### src/rtl/matrix_column_scanner.sv
// rtl/matrix_column_scanner.sv - double-buffered 5x7 LED matrix column scanner with per-slot blanking
module matrix_column_scanner #(
    parameter int CLOCK_DIVIDER     = 50000,  // cycles per column slot
    parameter int BLANK_CYCLES      = 16,     // dark cycles at the start of each slot
    parameter bit ROW_ACTIVE_LOW    = 1'b0,   // invert rows
    parameter bit COLUMN_ACTIVE_LOW = 1'b1    // invert columns
) (
    input  logic       clock,         // system clock, rising edge
    input  logic       reset_n,       // asynchronous active-low reset
    input  logic       enable,        // scan enable, low blanks the matrix
    input  logic [6:0] column_4,      // pixel pattern for column 4, 1 = LED on
    input  logic [6:0] column_3,
    input  logic [6:0] column_2,
    input  logic [6:0] column_1,
    input  logic [6:0] column_0,
    output logic [6:0] rows,          // row drive for the scanned column
    output logic [4:0] columns,       // one-hot column select
    output logic [2:0] column_index,  // column being scanned, 4..0
    output logic       frame_start    // one-cycle pulse after a frame load
);

    localparam int TICK_W = (CLOCK_DIVIDER > 1) ? $clog2(CLOCK_DIVIDER) : 1;
    localparam logic [TICK_W-1:0] TICK_LAST = TICK_W'(CLOCK_DIVIDER - 1);

    localparam logic [1:0] IDLE  = 2'd0;
    localparam logic [1:0] BLANK = 2'd1;
    localparam logic [1:0] DRIVE = 2'd2;

    localparam logic [2:0] COL_FIRST = 3'd4;
    localparam logic [6:0] ROW_POL   = {7{ROW_ACTIVE_LOW}};
    localparam logic [4:0] COL_POL   = {5{COLUMN_ACTIVE_LOW}};

    logic [1:0]        state;
    logic [TICK_W-1:0] tick;
    logic [4:0][6:0]   frame;

    logic [1:0]        state_n;
    logic [TICK_W-1:0] tick_n;
    logic [2:0]        index_n;
    logic [4:0][6:0]   frame_n;
    logic              load;
    logic              blank_n;
    logic              lit_n;
    logic [6:0]        raw_rows_n;
    logic [4:0]        raw_cols_n;

    function automatic logic [6:0] pick(input logic [4:0][6:0] f, input logic [2:0] i);
        case (i)
            3'd0:    return f[0];
            3'd1:    return f[1];
            3'd2:    return f[2];
            3'd3:    return f[3];
            3'd4:    return f[4];
            default: return 7'h00;
        endcase
    endfunction

    // Slot position: tick and column index for the coming cycle, plus the
    // shadow-frame load that happens whenever a column-4 slot begins.
    always_comb begin
        tick_n  = tick;
        index_n = column_index;
        load    = 1'b0;
        if (!enable) begin
            tick_n  = '0;
            index_n = COL_FIRST;
        end else if (state == IDLE) begin
            tick_n  = '0;
            index_n = COL_FIRST;
            load    = 1'b1;
        end else if (tick == TICK_LAST) begin
            tick_n = '0;
            if (column_index == 3'd0) begin
                index_n = COL_FIRST;
                load    = 1'b1;
            end else begin
                index_n = column_index - 3'd1;
            end
        end else begin
            tick_n = tick + TICK_W'(1);
        end
    end

    always_comb begin
        frame_n = frame;
        if (load) begin
            frame_n = {column_4, column_3, column_2, column_1, column_0};
        end
    end

    generate
        if (BLANK_CYCLES > 0) begin : g_blank
            localparam logic [TICK_W-1:0] TICK_BLANK = TICK_W'(BLANK_CYCLES);
            assign blank_n = (tick_n < TICK_BLANK);
        end else begin : g_no_blank
            assign blank_n = 1'b0;
        end
    endgenerate

    // Outputs are computed from the next-cycle slot position so that the
    // registered pins line up with the state they describe.
    always_comb begin
        state_n    = IDLE;
        lit_n      = 1'b0;
        raw_rows_n = 7'h00;
        raw_cols_n = 5'h00;
        if (enable) begin
            state_n = blank_n ? BLANK : DRIVE;
            lit_n   = !blank_n;
        end
        if (lit_n) begin
            raw_cols_n = 5'b00001 << index_n;
            raw_rows_n = pick(frame_n, index_n);
        end
    end

    always_ff @(posedge clock or negedge reset_n) begin
        if (!reset_n) begin
            state        <= IDLE;
            tick         <= '0;
            column_index <= COL_FIRST;
            frame        <= '0;
            rows         <= ROW_POL;
            columns      <= COL_POL;
            frame_start  <= 1'b0;
        end else begin
            state        <= state_n;
            tick         <= tick_n;
            column_index <= index_n;
            frame        <= frame_n;
            rows         <= raw_rows_n ^ ROW_POL;
            columns      <= raw_cols_n ^ COL_POL;
            frame_start  <= load;
        end
    end

endmodule

### config.mk
export PLATFORM = sky130hd
export DESIGN_NAME = matrix_column_scanner
export DESIGN_NICKNAME = d
export VERILOG_FILES = /design/src/rtl/matrix_column_scanner.sv
export SDC_FILE = /design/constraint.sdc
export NUM_CORES = 1
export LEC_CHECK = 0
export ABC_AREA = 1
export CELL_PAD_IN_SITES_DETAIL_PLACEMENT = 0
export CELL_PAD_IN_SITES_GLOBAL_PLACEMENT = 1
export CORE_UTILIZATION = 35
export DETAILED_ROUTE_END_ITERATION = 10
export GPL_TIMING_DRIVEN = 1
export MAX_ROUTING_LAYER = met4
export PLACE_DENSITY = 0.83
export SLEW_MARGIN = 25
export SYNTH_ARGS = -nofsm -noshare
export SYNTH_HDL_FRONTEND = slang
export SYNTH_SLANG_ARGS = --single-unit
export TNS_END_PERCENT = 30
### constraint.sdc
create_clock -name clock -period 1.85 [get_ports clock]
set_clock_uncertainty 0.1 [all_clocks]
set_input_delay 0.4625 -clock clock [delete_from_list [all_inputs] [get_ports clock]]
set_output_delay 0.4625 -clock clock [all_outputs]
set_load 0.05 [all_outputs]
---- Yosys cells after proc, flatten, opt, wreduce, memory -nomap -nowiden ----
Index checks and enable logic that the tools add are counted.
storage, ports and cells
  register bits after elaboration ......... 69
  latch bits .............................. 0
  memory bits (writable) .................. 0
  bits in read-only memories .............. 0
  input port bits ......................... 38
  output and inout bits ................... 16
  memories ................................ 0
cells by class
  add/subtract/negate cells ............... 2
  multiply operators ...................... 0
  div/mod/pow operators ................... 0
  magnitude comparators ................... 1
  equality and inequality tests ........... 5
  shift operators ......................... 1
  multiplexer cells ....................... 18
  bitwise gates (word level) .............. 1
  reductions and logical operators ........ 4
operators with widths
  kind                                                  number
  two-way mux 16 bit                                    3
  two-way mux 35 bit                                    1
  case mux 7 bit (5 select lines)                       1
  adder 16 x 1 -> 16 bit (second input constant)        1
  == test 16 bit (second input constant)                1
  < comparator 16 x 5 -> 1 bit (second input constant)  1
  two-way mux 3 bit                                     4
  two-way mux 7 bit                                     1
  == test 3 x 2 -> 1 bit (second input constant)        2
  zero test 3 bit                                       2
  two-way mux 1 bit                                     5
  two-way mux 5 bit                                     1
  inverter 5 bit                                        1
  << shifter 1 x 3 -> 5 bit (first input constant)      1
  two-way mux 2 bit                                     2
  == test 3 x 1 -> 1 bit (second input constant)        1
  == test 3 bit (second input constant)                 1
  subtractor 3 x 1 -> 3 bit (second input constant)     1
  zero test 2 bit                                       1
  zero test 1 bit                                       1

---- Longest topological paths before layout ----
  depth after elaboration ................. 9
  gate-level depth with buffers ........... 15
  gate-level depth less buffers ........... 15

---- Worst setup path before layout ----
OpenSTA, ideal clock, no wires.
  path type ............................... register to register
  start ................................... register column_index[0]
  end ..................................... register rows[0]
  setup time .............................. 113 ps
  arrival time ............................ 1,956 ps
  required time ........................... 1,637 ps
  setup slack ............................. -320 ps
  stages on the path, launching flop included .. 12
  path buffers ............................ 0
  period minus slack after synthesis ...... 2,170 ps
  path through ............................ dfrtp_1 > nor2_1 > ha_1 > or2_2 > nand3_1 > nand3_2 > nand3_1 > nor2_1 > nor2_1 > nand3_1 > nand2_1 > inv_1
on the way
  cells in the longest elaborated chain, start to end .. 8
  elaborated cells between the ends (all ways) .. 18
  classes of those cells .................. 1 x add/sub; 4 x eq/ne; 11 x mux; 2 x reduce/logical
RTL lines
  element                                                              RTL line  RTL
  start: declaration                                                   18        output logic [2:0] column_index,
  start signal: assignment                                             129       column_index <= index_n;
  subtractor 3 x 1 -> 3 bit / zero test 3 bit (equally long branches)  77, 73
  two-way mux 3 bit / two-way mux 1 bit (equally long branches)        73        if (column_index == 3'd0) begin
  two-way mux 3 bit / two-way mux 1 bit (equally long branches)        71        end else if (tick == TICK_LAST) begin
  two-way mux 3 bit / two-way mux 1 bit (equally long branches)        67        end else if (state == IDLE) begin
  two-way mux 3 bit / two-way mux 1 bit (equally long branches)        64        if (!enable) begin
  == test 3 bit, or another cell as far along                          48        case (i)
  case mux 7 bit (5 select lines) (*)                                  48
  two-way mux 7 bit (*)                                                111       if (lit_n) begin
  via raw_rows_n[0]                                                    44        logic [6:0] raw_rows_n;
  end signal: assignment                                               131       rows <= raw_rows_n ^ ROW_POL;
  end: declaration                                                     16        output logic [6:0] rows,
Mark *: on every way through the listed nets, which the timed path passes. The rest lies on a longest branch.

---- Worst setup path after layout ----
  start ................................... register tick[0]
  end ..................................... register rows[2]
on the way
  cells in the longest elaborated chain, start to end .. 8
  elaborated cells between the ends (all ways) .. 22
  classes of those cells .................. 1 x add/sub; 1 x order compare; 5 x eq/ne; 13 x mux; 2 x reduce/logical
RTL lines
  element                                                          RTL line  RTL
  start: declaration                                               34        logic [TICK_W-1:0] tick;
  start signal: assignment                                         128       tick <= tick_n;
  adder 16 x 1 -> 16 bit / == test 16 bit (equally long branches)  80, 71
  two-way mux 16 bit                                               71
  two-way mux 16 bit                                               67
  two-way mux 16 bit                                               64
  < comparator 16 x 5 -> 1 bit                                     94        assign blank_n = (tick_n < TICK_BLANK);
  zero test 1 bit                                                  109       lit_n = !blank_n;
  two-way mux 1 bit                                                107       if (enable) begin
  two-way mux 7 bit (*)                                            111
  via raw_rows_n[2]                                                44
Marked as above.

==> results.sh <==
export IMPL_status="finished with violations"
export IMPL_violations="setup timing"
export IMPL_final_area_um2=5460
export IMPL_routabilityCongestion=0.851
export IMPL_layout_drive_gt1_share=0.330
export IMPL_die_height_um=104
export IMPL_root_buffer="clkbuf_8"
export IMPL_max_freq_mhz=474
export IMPL_first_global_vias=3241
export IMPL_viasPerCell=4.34
export IMPL_yosysWarnings=0
export IMPL_layout_area_overhead_vs_synth_pct=48.6
export IMPL_core_area_um2=10200
export IMPL_n_antenna_cell=0
export IMPL_synth_top_family_by_area="simple AND/OR/NAND/NOR gates"
export IMPL_clock_path_buffers=2
export IMPL_worst_r2r_path_depth=14
export IMPL_synth_seq_cells=69
export IMPL_fin_cells=749
export IMPL_cp_slowest_cell="dfrtp_1"
export IMPL_grtUsageTotal=0.175
export IMPL_r2r_slack_ns=-0.26
export IMPL_critPathMaxStageDelay_ns=0.42
export IMPL_dr_pass1_iters=4
export IMPL_netlist_area_um2=3670
export IMPL_critPathMostFrequentCell="nand2_2"
export IMPL_clock_latency_ns=0.34
export IMPL_drt_iter0_markers=126
export IMPL_min_period_ns=2.11
export IMPL_r2r_start="tick[0]"
export IMPL_vias=3253
export IMPL_postRouteAntennaNets=0
export IMPL_start_kind="flip-flop"
export IMPL_reg2reg_to="rows[2]"
export IMPL_portBuffers=53
export IMPL_synth_xor_area_share=0.00715
export IMPL_finalSetupTns_ns=-3.20
export IMPL_cp_cell_sequence="buf_6 > buf_4 > nand3_4 > nor2_4 > nand2_2 > nor2_4 > nand3_2 > nand2_2 > nand2_2 > nor2_2 > nand3_4 > buf_12 > nand2_4 > inv_2"
export IMPL_h_tree_depth=3
export IMPL_dpl_hpwl_um=6190
export IMPL_path_delay_family="simple AND/OR/NAND/NOR gates"
export IMPL_antenna_found_initial=0
export IMPL_power_density_nw_per_um2=616
export IMPL_grt_max_degree=70
export IMPL_num_rows=37
export IMPL_cap_violations=0
export IMPL_critical_path_class="reg2reg"
export IMPL_start_util=0.359
export IMPL_period_share=1.14
export IMPL_arrival_ns=2.24
export IMPL_hold_slack_ns=0.0188
export IMPL_ir_worst_vdd_mv=0.444
export IMPL_finalSetupViolations=17
export IMPL_fillers=921
export IMPL_io_pins=54
export IMPL_syn_num_nets=528
export IMPL_final_max_slew_viol_count=0
export IMPL_avgSynthCellArea_um2=7.53
export IMPL_place_inst=723
export IMPL_fin_nets=648
export IMPL_synthAdderAreaFrac=0.00681
export IMPL_setup_worst_path_end_class="flip-flop"
export IMPL_cts_sinks=69
export IMPL_tightest_slew_ns=0.377
export IMPL_drc=0
export IMPL_hold_viol_final=0
export IMPL_cts_buffers=9
export IMPL_timing_critical_path_buf_inv=4
export IMPL_synth_simple_area_share=0.371
export IMPL_postPlaceCellArea_um2=4920
export IMPL_worst_slack_ns=-0.262
export IMPL_p_leak_nw=2.98
export IMPL_tritoncts="done"
export IMPL_crit_fanout=7
export IMPL_ys_seq_area_frac=0.472
export IMPL_globalRouteOverflowTotal=0
export IMPL_cp_num_cells=14
export IMPL_grt_pass1_wl_um=14700
export IMPL_worstHoldPathType="in2async"
export IMPL_routed_wl_um=9020
export IMPL_synth_mux_area_frac=0
export IMPL_crit_required_ns=1.98
export IMPL_die_width_um=104
export IMPL_die_area_um2=10900
export IMPL_wl_per_cell_um=12.0
export IMPL_clkTransAtPathRegs_ns=0.08
export IMPL_grt_setup_unrepaired="true"
export IMPL_synth_cell_types=29
export IMPL_slew_headroom=0.748
export IMPL_syn_inst=488
export IMPL_synth_compound_area_frac=0.00579
-- worst max-delay path by stage --
| stage | start | end |
|---|---|---|
| after floorplan | column_index[2] | rows[0] |
| after global placement | enable | rows[2] |
| after detailed placement | enable | rows[2] |
| after CTS | tick[1] | rows[2] |
| after global routing | tick[0] | rows[2] |
| final | tick[0] | rows[2] |
-- metal layers --
metal	vias to the layer above	track usage	routed length [um]
li1	1678	-	-
met3	11	0.0313	304
met5	-	-	0
met2	57	0.280	4440
met1	1507	0.222	4160
met4	0	0.0602	110
-- through the flow --
| step | utilization | power, mW | setup WS (ns) |
|---|---|---|---|
| after floorplan | - | 1.90 | -0.156 |
| after global placement | 0.480 | 2.11 | -0.545 |
| after detailed placement | 0.480 | 2.12 | -0.592 |
| after CTS | 0.512 | 3.38 | -0.205 |
| after global routing | 0.534 | 3.56 | -0.385 |
| final | 0.534 | 3.36 | -0.262 |
-- worst register-to-register path: stages (launching register included) --
cell and delay (ns):
dfrtp_1 0.42, buf_6 0.12, buf_4 0.11, nand3_4 0.08
nor2_4 0.19, nand2_2 0.10, nor2_4 0.11, nand3_2 0.09
nand2_2 0.09, nand2_2 0.05, nor2_2 0.16, nand3_4 0.12
buf_12 0.17, nand2_4 0.06, inv_2 0.03
-- power by group --
part / switching (mW) / total, mW / internal, mW
Clock: 0.571 / 1.23 / 0.662
Combinational: 0.266 / 0.496 / 0.230
Sequential: 0.0268 / 1.63 / 1.61
-- cell type report --
cell class	count	area (um^2)	share of cell area
clock buffer	11	141	0.0259
clock inverter	5	60.1	0.0110
inverter	115	444	0.0813
multi-input combinational	294	1720	0.316
sequential	69	1740	0.318
tap	136	170	0.0312
timing repair buffer	119	1180	0.217
-- state kept, by name, indices dropped and copies added, names as in the netlist --
register / count
frame: 35
tick: 16
rows: 7
columns: 5
column_index: 3
state: 2
frame_start: 1
-- cells by family (layout without fill, tap and decap cells) --
| kind of cell | count (synthesis) | count (layout) |
|---|---|---|
| and+or+nand+nor | 285 | 285 |
| adders and majority gates | 2 | 2 |
| DFF | 69 | 69 |
| buffers and inverters | 125 | 250 |
| xor gates and xnor gates | 3 | 3 |
| AOI/OAI and AO/OA | 4 | 4 |
-- cell usage in the layout (no fill, tap or decap), drive strengths merged, types with 2 or more instances in the layout --
master         instances
clkbuf                13
nor2                  69
or2                    2
nand3b                22
nand3                 42
clkdlybuf4s50         36
xor2                   3
inv                  113
clkinv                 5
o21ai                  2
dfrtp                 63
nand2                145
nor3                   3
buf                   81
ha                     2
dfstp                  6
-- cells in the mapped netlist --
library cell | instances | area share
a31oi_1 | 1 | 0.0017
nor2_2 | 7 | 0.012
nor3_2 | 2 | 0.0054
inv_2 | 6 | 0.0061
buf_4 | 1 | 0.0020
nor2_1 | 59 | 0.060
nand4_1 | 1 | 0.0017
buf_6 | 3 | 0.0092
inv_6 | 1 | 0.0024
xor2_1 | 3 | 0.0072
nand2_2 | 5 | 0.0085
nand3b_1 | 22 | 0.045
nand3_1 | 30 | 0.041
or2_2 | 2 | 0.0034
clkinv_1 | 2 | 0.0020
nor3b_1 | 1 | 0.0020
nor2_4 | 3 | 0.0092
ha_1 | 2 | 0.0068
a21oi_1 | 1 | 0.0014
dfrtp_1 | 63 | 0.43
nand2_1 | 139 | 0.14
dfstp_2 | 6 | 0.043
clkbuf_1 | 2 | 0.0020
nand2_4 | 1 | 0.0031
nor3_4 | 1 | 0.0044
nand3_2 | 12 | 0.033
o21ai_0 | 2 | 0.0027
inv_1 | 106 | 0.11
buf_2 | 4 | 0.0054
-- timing repair --
item / in CTS / in global routing
pin swaps: 13 / 18
hold buffers: 0 / 0
endpoints found under the hold margin: 0 / 0
gates resized for setup: 24 / 44
buffers inserted: 5 / 3
setup endpoints to repair: 29 / 22
cloned: 0 / 2
Note: power is estimated with default switching activity, not from simulation.
